### src/rtl/des_pkg.sv
// Shared types and constants for the DES command sequencer.
// State encodings, CTRL word layout and the reserved-bit check.
package des_pkg;

    localparam int DES_WORD_W       = 64;
    localparam int CTRL_DECRYPT_BIT = 0;
    localparam int CTRL_RSVD_MSB    = 63;

    localparam logic [2:0] ST_W_KEY  = 3'd0;
    localparam logic [2:0] ST_W_DATA = 3'd1;
    localparam logic [2:0] ST_W_CTRL = 3'd2;
    localparam logic [2:0] ST_START  = 3'd3;
    localparam logic [2:0] ST_RUN    = 3'd4;
    localparam logic [2:0] ST_DONE   = 3'd5;

    typedef enum logic [2:0] {
        W_KEY  = ST_W_KEY,
        W_DATA = ST_W_DATA,
        W_CTRL = ST_W_CTRL,
        START  = ST_START,
        RUN    = ST_RUN,
        DONE   = ST_DONE
    } seq_state_t;

    // Any set bit above the mode bit makes the CTRL word illegal.
    function automatic logic ctrl_bad(input logic [DES_WORD_W-1:0] w);
        return |w[CTRL_RSVD_MSB:CTRL_DECRYPT_BIT+1];
    endfunction

endpackage

### src/rtl/des_seq_timer.sv
// Watchdog for the DES core run phase.
// expire flags the enabled cycle whose increment reaches TIMEOUT_CYCLES-1.
module des_seq_timer #(
    parameter int TIMEOUT_CYCLES = 4096,
    parameter int CNT_W          = 13
) (
    input  logic clk,
    input  logic rst_n,
    input  logic clear,
    input  logic enable,
    output logic expire
);

    localparam logic [CNT_W-1:0] LAST = CNT_W'(TIMEOUT_CYCLES - 2);
    localparam logic [CNT_W-1:0] SAT  = '1;

    logic [CNT_W-1:0] cnt;

    // Saturating counter: cleared on launch, counts while the core runs.
    always_ff @(posedge clk or negedge rst_n) begin
        if (!rst_n) begin
            cnt <= '0;
        end else if (clear) begin
            cnt <= '0;
        end else if (enable && cnt != SAT) begin
            cnt <= cnt + 1'b1;
        end
    end

    assign expire = enable && (cnt >= LAST);

endmodule

### src/rtl/des_cmd_sequencer.sv
// Sequences KEY/DATA/CTRL frames from the SPI slave into one DES run,
// watchdogs the core and holds the result for SPI readout.
module des_cmd_sequencer
    import des_pkg::*;
#(
    parameter int TIMEOUT_CYCLES = 4096,
    parameter int CNT_W          = 13
) (
    input  logic        clk,
    input  logic        rst_n,
    input  logic        rx_valid,
    input  logic [63:0] rx_data,
    output logic        core_start,
    output logic        core_decrypt,
    output logic [63:0] core_key,
    output logic [63:0] core_data,
    input  logic        core_done,
    input  logic [63:0] core_result,
    output logic [63:0] tx_data,
    output logic        busy,
    output logic        done_encrypt,
    output logic        done_decrypt,
    output logic        err_timeout,
    output logic        err_cmd
);

    seq_state_t state;
    logic       expire;

    des_seq_timer #(
        .TIMEOUT_CYCLES(TIMEOUT_CYCLES),
        .CNT_W         (CNT_W)
    ) u_timer (
        .clk   (clk),
        .rst_n (rst_n),
        .clear (state == START),
        .enable(state == RUN),
        .expire(expire)
    );

    // Command FSM with registered outputs, operands and result.
    always_ff @(posedge clk or negedge rst_n) begin
        if (!rst_n) begin
            state        <= W_KEY;
            core_start   <= 1'b0;
            core_decrypt <= 1'b0;
            core_key     <= '0;
            core_data    <= '0;
            tx_data      <= '0;
            busy         <= 1'b0;
            done_encrypt <= 1'b0;
            done_decrypt <= 1'b0;
            err_timeout  <= 1'b0;
            err_cmd      <= 1'b0;
        end else begin
            core_start <= 1'b0;
            unique case (state)
                W_KEY: begin
                    if (rx_valid) begin
                        core_key    <= rx_data;
                        err_timeout <= 1'b0;
                        err_cmd     <= 1'b0;
                        state       <= W_DATA;
                    end
                end
                W_DATA: begin
                    if (rx_valid) begin
                        core_data <= rx_data;
                        state     <= W_CTRL;
                    end
                end
                W_CTRL: begin
                    if (rx_valid) begin
                        if (ctrl_bad(rx_data)) begin
                            err_cmd <= 1'b1;
                            state   <= W_KEY;
                        end else begin
                            core_decrypt <= rx_data[CTRL_DECRYPT_BIT];
                            core_start   <= 1'b1;
                            busy         <= 1'b1;
                            state        <= START;
                        end
                    end
                end
                START: begin
                    if (rx_valid) err_cmd <= 1'b1;
                    state <= RUN;
                end
                RUN: begin
                    if (rx_valid) err_cmd <= 1'b1;
                    if (core_done) begin
                        tx_data      <= core_result;
                        done_decrypt <= core_decrypt;
                        done_encrypt <= !core_decrypt;
                        busy         <= 1'b0;
                        state        <= DONE;
                    end else if (expire) begin
                        tx_data     <= '0;
                        err_timeout <= 1'b1;
                        busy        <= 1'b0;
                        state       <= DONE;
                    end
                end
                DONE: begin
                    if (rx_valid) begin
                        done_encrypt <= 1'b0;
                        done_decrypt <= 1'b0;
                        state        <= W_KEY;
                    end
                end
                default: begin
                    state <= W_KEY;
                end
            endcase
        end
    end

endmodule
### config.mk
export PLATFORM = sky130hd
export DESIGN_NAME = des_cmd_sequencer
export DESIGN_NICKNAME = d
export VERILOG_FILES = /design/src/rtl/des_pkg.sv /design/src/rtl/des_seq_timer.sv /design/src/rtl/des_cmd_sequencer.sv
export SDC_FILE = /design/constraint.sdc
export NUM_CORES = 1
export LEC_CHECK = 0
export CAP_MARGIN = 20
export CORE_MARGIN = 10
export CORE_UTILIZATION = 36
export DETAILED_ROUTE_END_ITERATION = 10
export PLACE_DENSITY = 0.68
export SLEW_MARGIN = 10
export SYNTH_ARGS = -nofsm -noshare
export SYNTH_HDL_FRONTEND = slang
export SYNTH_HIERARCHICAL = 1
export SYNTH_SLANG_ARGS = --single-unit
### constraint.sdc
create_clock -name clk -period 2.8 [get_ports clk]
set_clock_uncertainty 0.1 [all_clocks]
set_input_delay 0.56 -clock clk [delete_from_list [all_inputs] [get_ports clk]]
set_output_delay 0.56 -clock clk [all_outputs]
set_load 0.01 [all_outputs]
Yosys cells after proc, flatten, opt, wreduce, memory -nomap -nowiden
Cells that the tools add are included.
- add/sub/neg operators: 1
- magnitude comparators: 1
- eq/ne operators: 17
- mux-type cells: 32
- bitwise gates (word level): 1
- reductions and logical operators: 21
- operators by type and width (cell ; count):
    $mux W64 ; 2
    $reduce_or A63 Y1 ; 1
    $mux W13 ; 2
    $mux W3 ; 6
    $ne A2 B2 Y1 const B ; 9
    $pmux W3 S6 ; 1
    $mux W1 ; 15
    $add A13 B1 Y13 const B ; 1
    $ge A13 B12 Y1 const B ; 1
    $ne A13 B13 Y1 const B ; 1
    $reduce_and A5 Y1 ; 2
    $reduce_bool A2 Y1 ; 5
    $pmux W1 S2 ; 4
    $reduce_and A4 Y1 ; 2
    $eq A3 B2 Y1 const B ; 2
    $eq A3 B3 Y1 const B ; 2
    $reduce_and A2 Y1 ; 3
    $reduce_and A3 Y1 ; 2
    $eq A3 B1 Y1 const B ; 1
    $logic_not A3 Y1 ; 1
    $ne A3 B3 Y1 const B ; 1
    $pmux W1 S3 ; 1
    $reduce_bool A3 Y1 ; 1
    $logic_and A1 B1 Y1 ; 2
    5 further kinds ; 5
- flip-flop bits (word level): 215
- logic and storage cells: 85

Depth between registers and ports, before layout
Gate-level depths: netlist of run 1.
- depth in word-level cells: 5
- mapped depth: 9

Hierarchy
The synthesis of run 1 kept the hierarchy.
- modules (own cells, without submodules) (module ; times used ; cells an instance ; area an instance (µm²) ; seq. area each (µm²)):
    des_cmd_sequencer ; 1 ; 488 ; 7639.8 ; 5054.8
    des_seq_timer ; 1 ; 79 ; 777.0 ; 325.3

Worst setup path before layout of run 1
Ideal clock, no wire load.
- path kind: reg-to-reg
- start: register state[1]
- end: register u_timer.cnt[7]
- library setup time: 0.078 ns
- arrival: 1.835 ns
- setup slack: 0.787 ns
- cell stages (with the launch flop): 8
- path buffers: 1
- path through: dfrtp_1 -> buf_6 -> nor2_1 -> and2_1 -> and4_4 -> nand2_4 -> or4_1 -> a21oi_1
- cells in the longest elaborated chain, start to end: 3
- elaborated cells between the ends (all ways): 5
- those cells by class: 2 x eq/ne; 1 x mux; 2 x reduce/logical
- ends and longest elaborated chain (item ; RTL line ; text):
    from (decl) ; des_cmd_sequencer.sv:27 ; seq_state_t state;
    from (signal assigned) ; des_cmd_sequencer.sv:44 ; state <= W_KEY;
    from (signal assigned) ; des_cmd_sequencer.sv:63 ; state <= W_DATA;
    from (signal assigned) ; des_cmd_sequencer.sv:69 ; state <= W_CTRL;
    $eq A3 B3 Y1 ; des_cmd_sequencer.sv:37 ; .enable(state == RUN),
    $logic_and A1 B1 Y1 ; des_seq_timer.sv:25 ; end else if (enable && cnt != SAT) begin
    $reduce_bool A2 Y1 (no line) ; n/a ;
    to (signal assigned) ; des_seq_timer.sv:26 ; cnt <= cnt + 1'b1;
    to (decl) ; des_seq_timer.sv:17 ; logic [CNT_W-1:0] cnt;
Several ways; a longest one is shown, not always the timed one.
A chain may end at the register's enable or synchronous reset.

Worst setup path in the final report of run 1
- start: input rx_data[6]
- end: register core_decrypt
- cells in the longest elaborated chain, start to end: 3
- ends and longest elaborated chain (item ; RTL line ; text):
    from (decl) ; des_cmd_sequencer.sv:12 ; input logic [63:0] rx_data,
    $reduce_or A63 Y1 ; des_pkg.sv:27 ; return |w[CTRL_RSVD_MSB:CTRL_DECRYPT_BIT+1];
    $not A1 Y1 (no line) ; n/a ;
    $reduce_and A3 Y1 (no line) ; n/a ;
    to (signal assigned) ; des_cmd_sequencer.sv:78 ; core_decrypt <= rx_data[CTRL_DECRYPT_BIT];
    to (decl) ; des_cmd_sequencer.sv:14 ; output logic core_decrypt,
No other way between the ends.

==> reports/results.tsv, run 1 <==
metric	value	unit
layout cells sized above 1	23.1	%
Synth Area per Inst	14.8	um2
fin worst setup slack	0.123	ns
critical path peak fanout	3	
CORE AREA	22800	um2
first-pass GRT wire length	40.4	mm
Layout area overhead	57.9	%
WP data required	3.09	ns
run status	completed	
WP buf/inv	2	
Reg clk slew, reported paths	0.06	ns
DR vias	6092	
Seq/Total Area, Yosys	63.9	%
# port buffers	330	
DRT Pass-1 Iters	4	
min-delay src	core_key[49]	
Post-CTS Setup Bufs	0	
Clk Tree Root Cell	clkbuf_16	
Initial Util	36.8	%
Clock Path Buffers	3	
Synth Register Bits	215	
Hold Fails Final Rpt	0	
largest net degree at the start of global routing	71	
drt total wl	26.2	mm
critical path, cell by cell	clkdlybuf4s50_1 > nor4_1 > buf_4 > nand4_1 > nor4_2 > and3_4 > mux2_4	
reg-to-reg endpoint	u_timer/cnt[9]	
synth warn	6	
reg2reg start	state[1]	
vias in the first global route	6507	
total die area	29900	um2
DR iter-0 viols	389	
post-DP HPWL	19.5	mm
pwr/cell area	1200	nW/um2
CTS tree	yes	
Slew Limit Fails	0	
drt drc	0	
Die Y	173	um
Min Clock Period, post-route	2.68	ns
mapped cell area	8420	um2
RSZ-0062 raised after global routing	false	
Die Span X	173	um
Most used DFF post-synth	dfrtp_1	
Avg WL per Cell	21.0	um
synthesized net count	701	
WHS Endpoint	core_key[49]	
Total GRT Usage	16.8	%
CP Launch Type	primary input	
Leakage	5.53	nW
largest cells by area after synthesis	dfrtp_1 (64%), mux2_2 (17%), a22o_1 (6.7%)	
Num CTS Buffers	26	
CP endpoint kind	register	
Post-synth EDFFs	0	
Tightest Hold Check Type	register to register	
setup slack at placement	-0.346	ns
Yosys top cell area share	63.9	%
ys async rst share	100	%
cell taking the most area after synthesis	dfrtp_1	
Worst Reg-to-Reg Cells	6	
fmax	374	MHz
WS Path Type	primary input to register	
Worst slew margin	52.3	%
hold depth	1	
Cell variety after synth	48	
std cell rows	55	
crit-path leading delay family	simple AND/OR/NAND/NOR gates	
max_cap viols	0	
H-tree level count	1	
Finish-stage setup viols	0	
CP peak stage delay	0.65	ns
I/O pin total	331	
worst hold margin	0.401	ns
gpl congestion	0.795	
via/cell ratio	4.88	
Worst-Skew Late Latency	0.52	ns
grt total ovfl	0	
Pwr Total	16.0	mW
# diodes	0	
Slew @ Worst Pin	0.709	ns
Detail Route Antenna Nets	0	
R2R Setup Slk	0.52	ns
final net count	1049	
Synth Instances	567	
Post-CTS Resized	0	
Max VDD drop	0.565	mV
Worst Path Arrival	2.97	ns
CTS Sinks	215	
fin crit share	95.6	%
antenna violations before repair	0	
CP max stage cell	nor4_1	
[cell usage in the layout, fill, tap and decap left out, types with 3 or more instances in the layout]
master / Yosys / final
clkdlybuf4s50_1: 0 / 329
dfrtp_1: 215 / 215
mux2_2: 130 / 130
a22o_1: 64 / 64
clkbuf_16: 0 / 27
nor2_1: 16 / 16
buf_4: 6 / 16
nor4_1: 14 / 14
nand2_1: 11 / 11
bufinv_16: 0 / 11
nor3_1: 9 / 9
a21oi_1: 8 / 8
nand4_1: 6 / 6
buf_12: 0 / 6
nand3_1: 5 / 5
o21ai_0: 6 / 5
inv_1: 5 / 5
clkbuf_8: 0 / 4
o21a_1: 3 / 3
mux2i_1: 3 / 3
a31oi_1: 3 / 3
clkinv_2: 0 / 3
clkinvlp_4: 0 / 3
[worst max path at each step]
| stage | startpoint | end | slack (ns) | cells after the start |
|---|---|---|---|---|
| 2_1_floorplan | state[1] | u_timer/cnt[7] | 0.79 | 7 |
| 3_3_place_gp | rx_data[6] | core_decrypt | -0.33 | 7 |
| 3_5_place_dp | rx_data[6] | core_decrypt | -0.35 | 7 |
| 4_1_cts | rx_data[6] | core_decrypt | 0.19 | 7 |
| 5_1_grt | rx_data[6] | core_decrypt | 0.10 | 7 |
| 6_report | rx_data[6] | core_decrypt | 0.12 | 7 |
[cell families after synthesis]
| family | Yosys count | share of synthesized area, % |
|---|---|---|
| buffers and inverters | 38 | 2.50 |
| adders and majority gates | 2 | 0.297 |
| AOI/OAI and AO/OA | 92 | 8.86 |
| and+or+nand+nor | 83 | 6.18 |
| muxes | 134 | 17.9 |
| xor gates and xnor gates | 3 | 0.312 |
| DFF | 215 | 63.9 |
[synth_stat cells (5+ instances only)]
cell type / number
dfrtp_1: 215
mux2_2: 130
a22o_1: 64
buf_2: 18
nor2_1: 16
nor4_1: 14
nand2_1: 11
nor3_1: 9
a21oi_1: 8
buf_4: 6
nand4_1: 6
o21ai_0: 6
clkbuf_1: 5
inv_1: 5
nand3_1: 5
[area by class of cell]
class | count | area, um2
inverter | 5 | 18.8
tap | 313 | 392
clock inverter | 18 | 379
fill | 1881 | 9560
timing repair buffer | 353 | 3560
clock buffer | 30 | 717
multi-input combinational | 314 | 2840
sequential | 215 | 5380
[stage by stage]
step | utilization [%] | setup TNS [ns] | cell area (um2) | cells
floorplan | - | 0 | 8420 | 567
global placement | 53.3 | -0.869 | 12200 | 1199
detailed placement | 53.3 | -1.01 | 12200 | 1199
CTS | 58.2 | 0 | 13300 | 1248
global route | 58.2 | 0 | 13300 | 1248
finish | 58.2 | 0 | 13300 | 1248
[flip-flops by register name (all words and copies together) (netlist names)]
name,count
core_data,64
core_key,64
tx_data,64
u_timer/cnt,13
state,3
busy,1
core_decrypt,1
core_start,1
done_decrypt,1
done_encrypt,1
err_cmd,1
err_timeout,1
[power by group]
group / total (mW) / internal [mW] / leakage [nW] / switching (mW)
logic: 6.49 / 3.94 / 2.39 / 2.54
registers: 5.32 / 4.55 / 2.62 / 0.765
clock network: 4.19 / 2.85 / 0.528 / 1.34
total: 16.0 / 11.3 / 5.53 / 4.65
[layer usage]
layer | vias to the layer above | share of wire [%] | wire (um) | track usage (%)
met1 | 3058 | 39 | 10200 | 19.0
met3 | 33 | 7.1 | 1870 | 5.29
met5 | - | 0 | 0 | 0
li1 | 2807 | - | - | -
met2 | 194 | 52 | 13500 | 29.9
met4 | 0 | 2.5 | 646 | 4.53
[timing repair]
item | CTS | global route
hold endpoints to repair | 64 | 0
setup endpoints to repair | 0 | 0
hold buffers | 1 | 0
Note: power is estimated with default switching activity, not from simulation.
==> run 2: changes to the inputs <==
--- a/config.mk
+++ b/config.mk
@@ -6,10 +6,12 @@
 export NUM_CORES = 1
 export LEC_CHECK = 0
 export CAP_MARGIN = 20
+export CELL_PAD_IN_SITES_DETAIL_PLACEMENT = 1
+export CELL_PAD_IN_SITES_GLOBAL_PLACEMENT = 1
 export CORE_MARGIN = 10
-export CORE_UTILIZATION = 36
+export CORE_UTILIZATION = 34
 export DETAILED_ROUTE_END_ITERATION = 10
-export PLACE_DENSITY = 0.68
+export PLACE_DENSITY = 0.82
 export SLEW_MARGIN = 10
 export SYNTH_ARGS = -nofsm -noshare
 export SYNTH_HDL_FRONTEND = slang
==> run 2 against run 1 <==
Non-clock buffer count shrank 4. Sequential cell count is the same. Routed wire length grew 14%. Critical path type is now register to register. Critical endpoint is now u_timer/cnt[7]. Largest cell class unchanged. Largest power group unchanged.
==> reports/results.tsv, run 2 (synthesis results as in run 1) <==
metric	value	unit
Detail Route Antenna Nets	0	
min-delay src	busy	
Tightest Hold Check Type	register to register	
Die Span X	177	um
Post-CTS Resized	0	
pwr/cell area	1180	nW/um2
critical path, cell by cell	nor2_1 > and2_1 > and4_4 > nand2_4 > or4_1 > a21oi_1	
Regs by FF count	core_data (64), core_key (64), tx_data (64)	
crit-path leading delay family	simple AND/OR/NAND/NOR gates	
first-pass GRT wire length	44.9	mm
setup TNS	0	ns
Multi-input gate area	2840	um2
# port buffers	330	
Layout area overhead	54.6	%
Worst slew margin	63.4	%
Finish-stage setup viols	0	
fin worst setup slack	0.507	ns
critical path peak fanout	10	
RSZ-0062 raised after global routing	false	
WP data required	3.16	ns
Post-CTS Setup Bufs	0	
Min Clock Period, post-route	2.29	ns
Leakage	5.40	nW
drt total wl	29.8	mm
Worst-Skew Late Latency	0.53	ns
largest net degree at the start of global routing	69	
grt total ovfl	0	
gpl congestion	0.776	
Max VDD drop	0.577	mV
Reg clk slew, reported paths	0.06	ns
Hold Fails Final Rpt	0	
Slew Limit Fails	0	
post-DP HPWL	22.1	mm
Die Y	177	um
# hold bufs at CTS	1	
DRT Pass-1 Iters	4	
Worst Reg-to-Reg Cells	6	
CP max stage cell	dfrtp_1	
Avg WL per Cell	23.8	um
DR iter-0 viols	223	
Worst Path Arrival	2.65	ns
# diodes	0	
Clk Tree Root Cell	clkbuf_16	
hold depth	1	
H-tree level count	1	
CTS tree	yes	
final net count	1043	
reg-to-reg endpoint	u_timer/cnt[7]	
fill cell total of the finished layout	2416	
Seq. cell area	5380	um2
layout cells sized above 1	22.1	%
run status	completed	
CTS Sinks	215	
DR vias	6233	
post-layout util	53.5	%
CP endpoint kind	register	
Clock Path Buffers	3	
vias in the first global route	7105	
Initial Util	34.6	%
std cell rows	57	
R2R Setup Slk	0.51	ns
CP peak stage delay	0.54	ns
max_cap viols	0	
Slew @ Worst Pin	0.549	ns
most frequent cells in the layout	clkdlybuf4s50_1 (329), dfrtp_1 (215), mux2_2 (130), a22o_1 (64), clkbuf_16 (24)	
antenna violations before repair	0	
setup slack at placement	-0.0307	ns
drt drc	0	
WHS Endpoint	busy	
reg2reg start	state[1]	
fmax	436	MHz
CP Launch Type	register	
fin crit share	81.9	%
CORE AREA	24300	um2
total die area	31400	um2
Pwr Total	15.3	mW
WS Path Type	register to register	
WP buf/inv	0	
most common cell after layout, fill and taps aside	clkdlybuf4s50_1	
Num CTS Buffers	24	
Total GRT Usage	18.4	%
I/O pin total	331	
via/cell ratio	4.98	
run 2: changes by cell type in the layout (fill, tap and decap cells not counted):
cell        delta
clkbuf_8       +1
inv_8          -1
clkinv_2       +2
buf_8          +1
clkbuf_1       +3
buf_4          -4
clkinv_8       +1
clkinvlp_4     -3
clkinv_4       +3
bufinv_16      -8
clkbuf_16      -3
run 2: worst reg2reg max path, stage by stage (launching register included):
cell     delay, ns
dfrtp_1       0.54
nor2_1        0.29
and2_1        0.29
and4_4        0.31
nand2_4       0.07
or4_1         0.48
a21oi_1       0.15
run 2: metrics by stage:
stage / hold WS (ns) / cells / cell area, um2
finish: 0.398 / 1251 / 13000
detailed placement: 0.389 / 1206 / 12200
CTS: 0.404 / 1251 / 13000
global route: 0.415 / 1251 / 13000
global placement: 0.376 / 1206 / 12200
floorplan: 0.164 / 567 / 8420
run 2: worst max path at each step:
stage / from / end / slack (ns) / cells after the start
2_1_floorplan: state[1] / u_timer/cnt[7] / 0.79 / 7
3_3_place_gp: rx_data[17] / core_decrypt / -0.06 / 7
3_5_place_dp: rx_data[11] / core_decrypt / -0.03 / 7
4_1_cts: state[1] / u_timer/cnt[7] / 0.50 / 6
5_1_grt: state[1] / u_timer/cnt[9] / 0.34 / 6
6_report: state[1] / u_timer/cnt[7] / 0.51 / 6
run 2: where the power goes:
group | total [mW] | internal (mW) | switching, mW
Sequential | 5.41 | 4.55 | 0.860
Clock | 3.31 | 1.99 | 1.32
Combinational | 6.61 | 3.94 | 2.67
run 2: layout make-up:
type	count	area share, %
inverter	5	0.144
tap	324	3.11
sequential	215	41.3
multi-input combinational	314	21.9
clock buffer	32	5.23
clock inverter	12	1.21
timing repair buffer	349	27.1
run 2: layer usage:
layer / up-vias / track usage [%] / part of all wire [%]
li1: 2785 / - / -
met1: 3225 / 19.9 / 37
met2: 178 / 33.7 / 54
met3: 45 / 5.38 / 6.5
met4: 0 / 5.84 / 2.7
met5: - / 0 / 0
